## src/rtl/avalon_width_adapter_pkg.sv

```systemverilog
`default_nettype none
// ============================================================================
// Module      : avalon_width_adapter_pkg
// Description : Shared types, default widths and beat slicing helper for the
//               Avalon-MM width down-converter.
// Revision    : 1.0 - initial release
// ============================================================================
package avalon_width_adapter_pkg;

    typedef enum logic [0:0] {
        IDLE  = 1'b0,
        ISSUE = 1'b1
    } cmd_state_t;

    localparam int DEF_SLAVE_DW  = 32;
    localparam int DEF_MASTER_DW = 16;

    // Beat count and beat size of the default configuration
    localparam int RATIO      = DEF_SLAVE_DW / DEF_MASTER_DW;
    localparam int BEAT_BYTES = DEF_MASTER_DW / 8;

    localparam int c_slice_max_w = 1024;

    // Beat 0 is the most-significant slice; caller truncates to slice_w bits.
    function automatic logic [c_slice_max_w-1:0] beat_slice(
        input logic [c_slice_max_w-1:0] word,
        input int                       beat,
        input int                       slice_w,
        input int                       word_w
    );
        return word >> (word_w - (beat + 1) * slice_w);
    endfunction

endpackage
`default_nettype wire

```

## src/rtl/avalon_rd_assembler.sv

```systemverilog
`default_nettype none
// ============================================================================
// Module      : avalon_rd_assembler
// Description : Collects narrow read beats into one wide word (first beat ends
//               up most significant) and pulses the wide read valid.
// Revision    : 1.0 - initial release
// ============================================================================
module avalon_rd_assembler #(
    parameter int SLAVE_DW  = 32,
    parameter int MASTER_DW = 16
) (
    input  logic                 clock,
    input  logic                 reset,
    input  logic                 i_rdata_valid,
    input  logic [MASTER_DW-1:0] i_rdata,
    input  logic                 i_pend_nz,
    output logic [SLAVE_DW-1:0]  o_readdata,
    output logic                 o_readdatavalid,
    output logic                 o_word_done
);

    localparam int c_ratio = SLAVE_DW / MASTER_DW;
    localparam int c_bw    = $clog2(c_ratio);
    localparam int c_sh_w  = SLAVE_DW - MASTER_DW;

    logic [c_bw-1:0]   r_beat;
    logic [c_sh_w-1:0] r_shift;
    logic              w_take;
    logic              w_last;

    // Beats arriving with nothing outstanding are stale and dropped
    assign w_take      = i_rdata_valid & i_pend_nz;
    assign w_last      = w_take & (r_beat == c_bw'(c_ratio - 1));
    assign o_word_done = w_last;

    always_ff @(posedge clock or negedge reset) begin
        if (!reset) begin
            r_beat          <= '0;
            r_shift         <= '0;
            o_readdata      <= '0;
            o_readdatavalid <= 1'b0;
        end else begin
            o_readdatavalid <= w_last;
            if (w_take) begin
                if (w_last) begin
                    o_readdata <= {r_shift, i_rdata};
                    r_beat     <= '0;
                end else begin
                    r_shift <= c_sh_w'({r_shift, i_rdata});
                    r_beat  <= r_beat + 1'b1;
                end
            end
        end
    end

endmodule
`default_nettype wire

```

## src/rtl/avalon_width_adapter.sv

```systemverilog
`default_nettype none
// ============================================================================
// Module      : avalon_width_adapter
// Description : Avalon-MM width down-converter: each wide slave access becomes
//               SLAVE_DW/MASTER_DW narrow master beats, pipelined reads.
//               Option macro AVALON_WIDTH_ADAPTER_SKIP_ZERO_BE_EN: write beats
//               with an all-zero byte-enable slice are not issued.
// Revision    : 1.0 - initial release
// ============================================================================
module avalon_width_adapter
    import avalon_width_adapter_pkg::*;
#(
    parameter int ADDR_W    = 26,
    parameter int SLAVE_DW  = DEF_SLAVE_DW,
    parameter int MASTER_DW = DEF_MASTER_DW,
    parameter int MAX_PEND  = 4
) (
    input  logic                   clock,
    input  logic                   reset,
    input  logic [ADDR_W-1:0]      slave_address,
    input  logic                   slave_read,
    input  logic                   slave_write,
    input  logic [SLAVE_DW-1:0]    slave_writedata,
    input  logic [SLAVE_DW/8-1:0]  slave_byteenable,
    output logic                   slave_waitrequest,
    output logic [SLAVE_DW-1:0]    slave_readdata,
    output logic                   slave_readdatavalid,
    output logic [ADDR_W-1:0]      master_address,
    output logic                   master_read,
    output logic                   master_write,
    output logic [MASTER_DW-1:0]   master_writedata,
    output logic [MASTER_DW/8-1:0] master_byteenable,
    input  logic [MASTER_DW-1:0]   master_readdata,
    input  logic                   master_readdatavalid,
    input  logic                   master_waitrequest
);

    localparam int c_ratio      = SLAVE_DW / MASTER_DW;
    localparam int c_beat_bytes = MASTER_DW / 8;
    localparam int c_sbe        = SLAVE_DW / 8;
    localparam int c_bw         = $clog2(c_ratio);
    localparam int c_pw         = $clog2(MAX_PEND + 1);

    cmd_state_t        r_state;
    logic              r_rdy;
    logic [c_bw-1:0]   r_beat;
    logic [ADDR_W-1:0] r_base;
    logic [SLAVE_DW-1:0] r_wdata;
    logic [c_sbe-1:0]  r_be;
    logic              r_is_write;
    logic [c_pw-1:0]   r_pend;

    logic              w_accept;
    logic              w_pend_inc;
    logic              w_beat_done;
    logic              w_rd_done;
    int                w_first;
    int                w_next;
    int                w_src_beat;
    int                w_src_idx;
    logic              w_src_write;
    logic [ADDR_W-1:0] w_src_base;
    logic [SLAVE_DW-1:0] w_src_data;
    logic [c_sbe-1:0]  w_src_be;
    logic [ADDR_W-1:0] w_ld_addr;
    logic [MASTER_DW-1:0] w_ld_data;
    logic [c_beat_bytes-1:0] w_ld_be;

`ifdef AVALON_WIDTH_ADAPTER_SKIP_ZERO_BE_EN
    // First beat at or after 'start' with a non-zero BE slice; c_ratio if none
    function automatic int next_beat(input logic [c_sbe-1:0] be, input int start);
        int idx = c_ratio;
        for (int i = c_ratio - 1; i >= 0; i--) begin
            if (i >= start &&
                c_beat_bytes'(beat_slice(c_slice_max_w'(be), i, c_beat_bytes, c_sbe)) != '0)
                idx = i;
        end
        return idx;
    endfunction
`endif

    // Waitrequest is low only in IDLE once out of reset; reads also need a free slot
    assign slave_waitrequest = ~r_rdy | (slave_read & (r_pend >= c_pw'(MAX_PEND)));

    always_comb begin
        w_accept    = (slave_read | slave_write) & ~slave_waitrequest;
        w_pend_inc  = w_accept & ~slave_write;
        w_beat_done = (master_read | master_write) & ~master_waitrequest;
`ifdef AVALON_WIDTH_ADAPTER_SKIP_ZERO_BE_EN
        w_first = slave_write ? next_beat(slave_byteenable, 0) : 0;
        w_next  = r_is_write ? next_beat(r_be, int'(r_beat) + 1) : int'(r_beat) + 1;
`else
        w_first = 0;
        w_next  = int'(r_beat) + 1;
`endif
        if (r_state == IDLE) begin
            w_src_write = slave_write;
            w_src_base  = slave_address;
            w_src_data  = slave_writedata;
            w_src_be    = slave_byteenable;
            w_src_beat  = w_first;
        end else begin
            w_src_write = r_is_write;
            w_src_base  = r_base;
            w_src_data  = r_wdata;
            w_src_be    = r_be;
            w_src_beat  = w_next;
        end
        w_src_idx = (w_src_beat < c_ratio) ? w_src_beat : 0;
        w_ld_addr = w_src_base + ADDR_W'(w_src_idx * c_beat_bytes);
        w_ld_data = MASTER_DW'(beat_slice(c_slice_max_w'(w_src_data), w_src_idx,
                                          MASTER_DW, SLAVE_DW));
        w_ld_be   = w_src_write
                  ? c_beat_bytes'(beat_slice(c_slice_max_w'(w_src_be), w_src_idx,
                                             c_beat_bytes, c_sbe))
                  : '1;
    end

    always_ff @(posedge clock or negedge reset) begin
        if (!reset) begin
            r_state           <= IDLE;
            r_rdy             <= 1'b0;
            r_beat            <= '0;
            r_base            <= '0;
            r_wdata           <= '0;
            r_be              <= '0;
            r_is_write        <= 1'b0;
            r_pend            <= '0;
            master_address    <= '0;
            master_read       <= 1'b0;
            master_write      <= 1'b0;
            master_writedata  <= '0;
            master_byteenable <= '0;
        end else begin
            case ({w_pend_inc, w_rd_done})
                2'b10:   r_pend <= r_pend + c_pw'(1);
                2'b01:   r_pend <= r_pend - c_pw'(1);
                default: r_pend <= r_pend;
            endcase

            case (r_state)
                IDLE: begin
                    r_rdy <= 1'b1;
                    if (w_accept) begin
                        r_base     <= slave_address;
                        r_wdata    <= slave_writedata;
                        r_be       <= slave_byteenable;
                        r_is_write <= slave_write;
                        // A write with nothing to issue completes right here
                        if (w_first < c_ratio) begin
                            r_state           <= ISSUE;
                            r_rdy             <= 1'b0;
                            r_beat            <= c_bw'(w_first);
                            master_address    <= w_ld_addr;
                            master_read       <= ~slave_write;
                            master_write      <= slave_write;
                            master_writedata  <= w_ld_data;
                            master_byteenable <= w_ld_be;
                        end
                    end
                end
                ISSUE: begin
                    if (w_beat_done) begin
                        if (w_next >= c_ratio) begin
                            r_state      <= IDLE;
                            r_rdy        <= 1'b1;
                            master_read  <= 1'b0;
                            master_write <= 1'b0;
                        end else begin
                            r_beat            <= c_bw'(w_next);
                            master_address    <= w_ld_addr;
                            master_writedata  <= w_ld_data;
                            master_byteenable <= w_ld_be;
                        end
                    end
                end
                default: r_state <= IDLE;
            endcase
        end
    end

    avalon_rd_assembler #(
        .SLAVE_DW  (SLAVE_DW),
        .MASTER_DW (MASTER_DW)
    ) u_rd_assembler (
        .clock           (clock),
        .reset           (reset),
        .i_rdata_valid   (master_readdatavalid),
        .i_rdata         (master_readdata),
        .i_pend_nz       (r_pend != '0),
        .o_readdata      (slave_readdata),
        .o_readdatavalid (slave_readdatavalid),
        .o_word_done     (w_rd_done)
    );

endmodule
`default_nettype wire

```

## config.mk

```make
export PLATFORM = sky130hd
export DESIGN_NAME = avalon_width_adapter
export DESIGN_NICKNAME = d
export VERILOG_FILES = /design/src/rtl/avalon_width_adapter_pkg.sv /design/src/rtl/avalon_rd_assembler.sv /design/src/rtl/avalon_width_adapter.sv
export SDC_FILE = /design/constraint.sdc
export NUM_CORES = 1
export LEC_CHECK = 0
export ABC_AREA = 1
export CORE_MARGIN = 4
export CORE_UTILIZATION = 52
export DETAILED_ROUTE_END_ITERATION = 10
export GPL_TIMING_DRIVEN = 0
export PLACE_DENSITY = 0.81
export SYNTH_ARGS = -nofsm -noshare
export SYNTH_HDL_FRONTEND = slang
export SYNTH_HIERARCHICAL = 1
export SYNTH_SLANG_ARGS = --single-unit
```

## constraint.sdc

```tcl
create_clock -name clock -period 2.9 [get_ports clock]
set_input_delay 0.58 -clock clock [delete_from_list [all_inputs] [get_ports clock]]
set_output_delay 0.58 -clock clock [all_outputs]
set_load 0.05 [all_outputs]
```

======== After elaboration in Yosys (flattened, before gate mapping) ========
Index checks and enable logic that the tools add are counted.
operators by class
  $add $sub $neg .......................... 8
  bitwise logic cells ..................... 15
  reductions and logical operators ........ 8
  equality and inequality tests ........... 6
  shift operators ......................... 2
  $lt $le $gt $ge ......................... 3
  muxes and demuxes ....................... 39
operators with widths
  kind                     number
  $mux W26                 4
  $pmux W26 S2             1
  $mux W16                 3
  $lt A32 B3 Y1 const B    1
  $mux W32                 1
  $pmux W16 S2             1
  $shr A32 B32 Y16         1
  $shr A4 B32 Y2           1
  $sub A4 B32 Y32 const A  1
  $sub A7 B32 Y32 const A  1
  $add A31 B2 Y31 const B  1
  $add A26 B26 Y26         1
  $mux W1                  15
  $mux W2                  6
  $pmux W1 S2              5
  $reduce_and A2 Y1        4
  $and A1 B1 Y1            6
  $not A1 Y1               6
  $pmux W3 S2              1
  $reduce_and A3 Y1        2
  $mux W4                  1
  $ne A2 B1 Y1 const B     2
  $ne A2 B2 Y1 const B     2
  $pmux W2 S2              1
  other kinds (11)         13
storage, ports and cells
  flip-flop bits (word level) ............. 165
  word-level logic and storage cells ...... 98
  output and inout bits ................... 80
  input bits .............................. 84

======== Logic depth before layout (Yosys ltp) ========
  depth in word-level cells ............... 11
  mapped depth ............................ 15
  gate-level depth less buffers ........... 12

======== Cells and area by module ========
The synthesis kept the hierarchy.
by module, submodules not included
  module                times used  seq. area each (um^2)  cells an instance  area each (um^2)
  avalon_width_adapter  1           2877.8                 730                5760.5
  avalon_rd_assembler   1           1251.2                 222                2133.3

======== Worst setup path before layout ========
No wires, ideal clock.
  path type ............................... input to register
  start ................................... in slave_read
  end ..................................... reg r_pend[2]
  library setup time ...................... 0.131 ns
  required time ........................... 2.769 ns
  stages .................................. 10
  path slack .............................. 0.242 ns
  arrival time ............................ 2.527 ns
  buffers on the path ..................... 0
  cells stage by stage .................... inv_1 -> o21ai_1 -> a21oi_1 -> nand2_1 -> ha_1 -> inv_1 -> fa_1 -> a21oi_1 -> o21ai_0 -> xor2_1
on the way
  longest elaborated chain between the ends .. 7
  elaborated cells between the ends (all ways) .. 10
  those cells by class .................... eq/ne (2); mux (1); bitwise (6); reduce/logical (1)
ends and longest elaborated chain
  what                                                      RTL line                     RTL
  from (decl)                                               avalon_width_adapter.sv:21   input logic slave_read,
  $and A1 B1 Y1 *                                           avalon_width_adapter.sv:83   assign slave_waitrequest = ~r_rdy | (slave_read & (r_pend >= c_pw'(MAX_PEND)));
  $or A1 B1 Y1 *                                            avalon_width_adapter.sv:83
  via slave_waitrequest                                     avalon_width_adapter.sv:25   output logic slave_waitrequest,
  $not A1 Y1 *                                              avalon_width_adapter.sv:86   w_accept = (slave_read | slave_write) & ~slave_waitrequest;
  $and A1 B1 Y1 *                                           avalon_width_adapter.sv:86
  $and A1 B1 Y1 *                                           avalon_width_adapter.sv:87   w_pend_inc = w_accept & ~slave_write;
  $eq A2 B1 Y1 / $eq A2 B2 Y1 (equally long branches)       avalon_width_adapter.sv:135  case ({w_pend_inc, w_rd_done})
  $pmux W3 S2 / $reduce_bool A2 Y1 (equally long branches)  n/a
  to (signal assigned)                                      avalon_width_adapter.sv:136  2'b10: r_pend <= r_pend + c_pw'(1);
  to (signal assigned)                                      avalon_width_adapter.sv:137  2'b01: r_pend <= r_pend - c_pw'(1);
  to (signal assigned)                                      avalon_width_adapter.sv:138  default: r_pend <= r_pend;
  to (decl)                                                 avalon_width_adapter.sv:51   logic [c_pw-1:0] r_pend;
The timed path passes the listed nets; every way through them passes the cells marked *.
A chain may end at the register's enable or synchronous reset.

======== Worst setup path in the final report ========
  start ................................... in slave_read
  end ..................................... out slave_waitrequest
on the way
  longest elaborated chain between the ends .. 2
ends and longest elaborated chain
  what           RTL line
  $and A1 B1 Y1  avalon_width_adapter.sv:83
  $or A1 B1 Y1   avalon_width_adapter.sv:83
  to (decl)      avalon_width_adapter.sv:25
No other way between the ends.

==> flow_summary.toml <==
[setup_path]
cp_data_arrival_time_ps = 2180
cp_common_cell = "clkdlybuf4s50_1"
cp_max_fo = 2
startpoint = "slave_read"
criticalPathCategory = "input pin to primary output"
crit_family = "buffers and inverters"
cp.required_ps = 2320
worst-path-buf-inv = 3
rr_startpoint = "r_state"
cp-end-kind = "primary output"
worst_path_max_delay_cell = "clkdlybuf4s50_1"
cp_slowest_stage_delay_ps = 860
startpoint_type = "input pin"
crit_chain = "clkdlybuf4s50_1 > inv_1 > o21ai_1 > clkdlybuf4s50_1"

[synthesis]
async_reset_ff_share_pct = 100
synth_sequential_area_ratio_pct = 52.3
syn_nets = 1040
synth_area_leaders = "dfrtp_1, nand2_1, nand4_1"
yosys-top-cells-count = "nand2_1, dfrtp_1, inv_1, o21ai_0, nand4_1"
syn_inst = 952
synth_warnings = 6
yosysUniqueCellTypes = 35
synthFlopType = "dfrtp_1"
yosys_register_bits = 165
yosysTopAreaCell = "dfrtp_1"
synth_top_area_share_pct = 52.3
netlist_area_sq_mm = 0.00789
syn_avg_cell_area_sq_um = 8.29
synth_most_common_cell = "nand2_1"
synth_enable_flop_cells = 0

[finish]
fin_util_pct = 70.5
drive_gt1_share_pct = 10.7
final_nets = 1221
final_area_sq_mm = 0.0104
area_growth_pct = 31.2
n_fill_cell = 1135
instances_no_fill = 1330
seqCellArea_sq_mm = 0.00413
diodes = 0
multi_input_area_sq_mm = 0.00313

[clock_network]
clock_latency_ps = 430
cts_buffers = 17
cts_setup_buffers = 0
cts_tree = "yes"
clkTransAtPathRegs_ps = 60
clockRootBuffer = "clkbuf_16"
htree_levels = 4
cts.sinks = 165
clockBufferDepth = 2

[sta]
setup-tns-final_ps = 0
setup_violations = 0
fin_skew_ps = 9.22
final.setup.worst_slack_ps = 144
fin_crit_sh_pct = 95.0
fmax_ghz = 0.363
drv_slew = 0
period_needed_ps = 2760
rsz0062_at_grt = "false"
max-slew-margin-rel_pct = 59.0
tightest_slew_ps = 608
hold_viol = 0

[floorplan]
rows = 44
io_pins = 164
initial_core_util_pct = 53.7
die_area_sq_mm = 0.0172
die_w_um = 131
placeableCoreArea_sq_mm = 0.0147
fp.dieH_um = 131

[drt]
wl_met2_um = 10200
top_layer = "met4"
via_per_inst = 5.38
route.met3.wl_um = 1500
dr.pass1.iters = 5
final_antenna_net_count = 0
vias = 7159
drtIter0Drc = 541
wl_per_cell_um = 16.2
drt-met1-wl_um = 9390
routed_wl_um = 21600
post-route-drc-count = 0

[placed_design]
io_buffers = 162
gp_congestion = 0.855
dpl_cell_area_sq_mm = 0.00978
hpwlAfterDp_um = 15500
dpl_worst_slack_ps = 97.4
dp.cells = 1299

[min_path]
min_path_type = "input pin to async pin"

[grt]
grt_first_pass_wirelength_um = 34900
grt_pass1_vias = 7049
grt_use_total_pct = 24.9
grt_max_degree = 118
grt_overflow = 0
antenna_found_initial = 0

[status]
status = "finished, final reports clean"

[pwr]
peakVddDrop_uv = 581
power_density_mw_per_mm2 = 1210
p_leak_nw = 5.12

[flow_run]
cap_violations = 0
-- state kept, by name (all words and copies together), names as in the netlist, 2 cells and up --
| signal | flops |
|---|---|
| u_rd_assembler/r_shift | 16 |
| r_wdata | 32 |
| master_byteenable | 2 |
| master_writedata | 16 |
| u_rd_assembler/o_readdata | 32 |
| r_base | 26 |
| master_address | 26 |
| r_be | 4 |
| r_pend | 3 |
-- logic make-up (layout without fill, tap and decap cells) --
family                   count (synthesis)  in the layout  share of synthesized area, %
buffers and inverters                  124            318                          8.08
XOR/XNOR                                 8              8                         0.888
adder cells (fa/ha/maj)                  4              4                         0.729
AND/OR/NAND/NOR                        550            550                          30.5
flip-flops                             165            165                          52.3
AO/OA/AOI/OAI                          101            101                          7.50
-- power breakdown --
part           total, mW  switching (mW)  internal [mW]
sequential          3.92           0.567           3.35
combinational       6.39            4.27           2.12
clock               2.23           0.994           1.23
total               12.5            5.83           6.71
-- through the flow --
step / hold WS (ps) / total power [mW]
5_1_grt: 67.9 / 13.3
6_report: 46.3 / 12.5
3_5_place_dp: 461 / 10.3
3_3_place_gp: 454 / 10.1
4_1_cts: 56.5 / 12.6
2_1_floorplan: 284 / 8.22
-- cells in the final DEF (no fill, tap or decap), types with 7 or more instances in the layout --
cell             count
nand2_1            390
dfrtp_1            165
clkdlybuf4s50_1    161
inv_1               63
o21ai_0             62
nand4_1             50
nor2_1              37
nand3_1             31
nand2_2             23
buf_2               21
a221oi_1            17
clkbuf_16           17
buf_6               14
o21ai_1             13
clkbuf_1            13
xor2_1               7
-- timing repair --
action / in CTS / in global routing
hold buffers: 0 / 0
gates resized for setup: 0 / 2
setup endpoints to repair: 0 / 7
-- metal layers --
metal / GRT usage [%] / vias up
met1: 32.6 / 3392
met4: 9.68 / 0
met5: 0 / -
met3: 5.35 / 40
met2: 40.9 / 308
li1: - / 3419
-- area by class of cell --
| class | instances | share of cell area, % |
|---|---|---|
| Inverter | 70 | 2.63 |
| Tap cell | 184 | 2.22 |
| Sequential cell | 165 | 39.9 |
| Buffer | 53 | 3.50 |
| Timing Repair Buffer | 163 | 16.0 |
| Clock buffer | 19 | 4.28 |
| Clock inverter | 13 | 1.34 |
| Multi-Input combinational cell | 663 | 30.2 |
-- worst paths after layout --
kind	end	slack [ps]	cells after the start
worst max-delay path	slave_waitrequest	140	4
min in group clock	master_byteenable[0]	470	2
worst min-delay path	master_address[19]	50	1
worst min register to register	master_byteenable[0]	470	2
worst max register to register	master_address[23]	460	13
max in group asynchronous	r_wdata[15]	1950	2
Power figures use the tool's default switching activity.
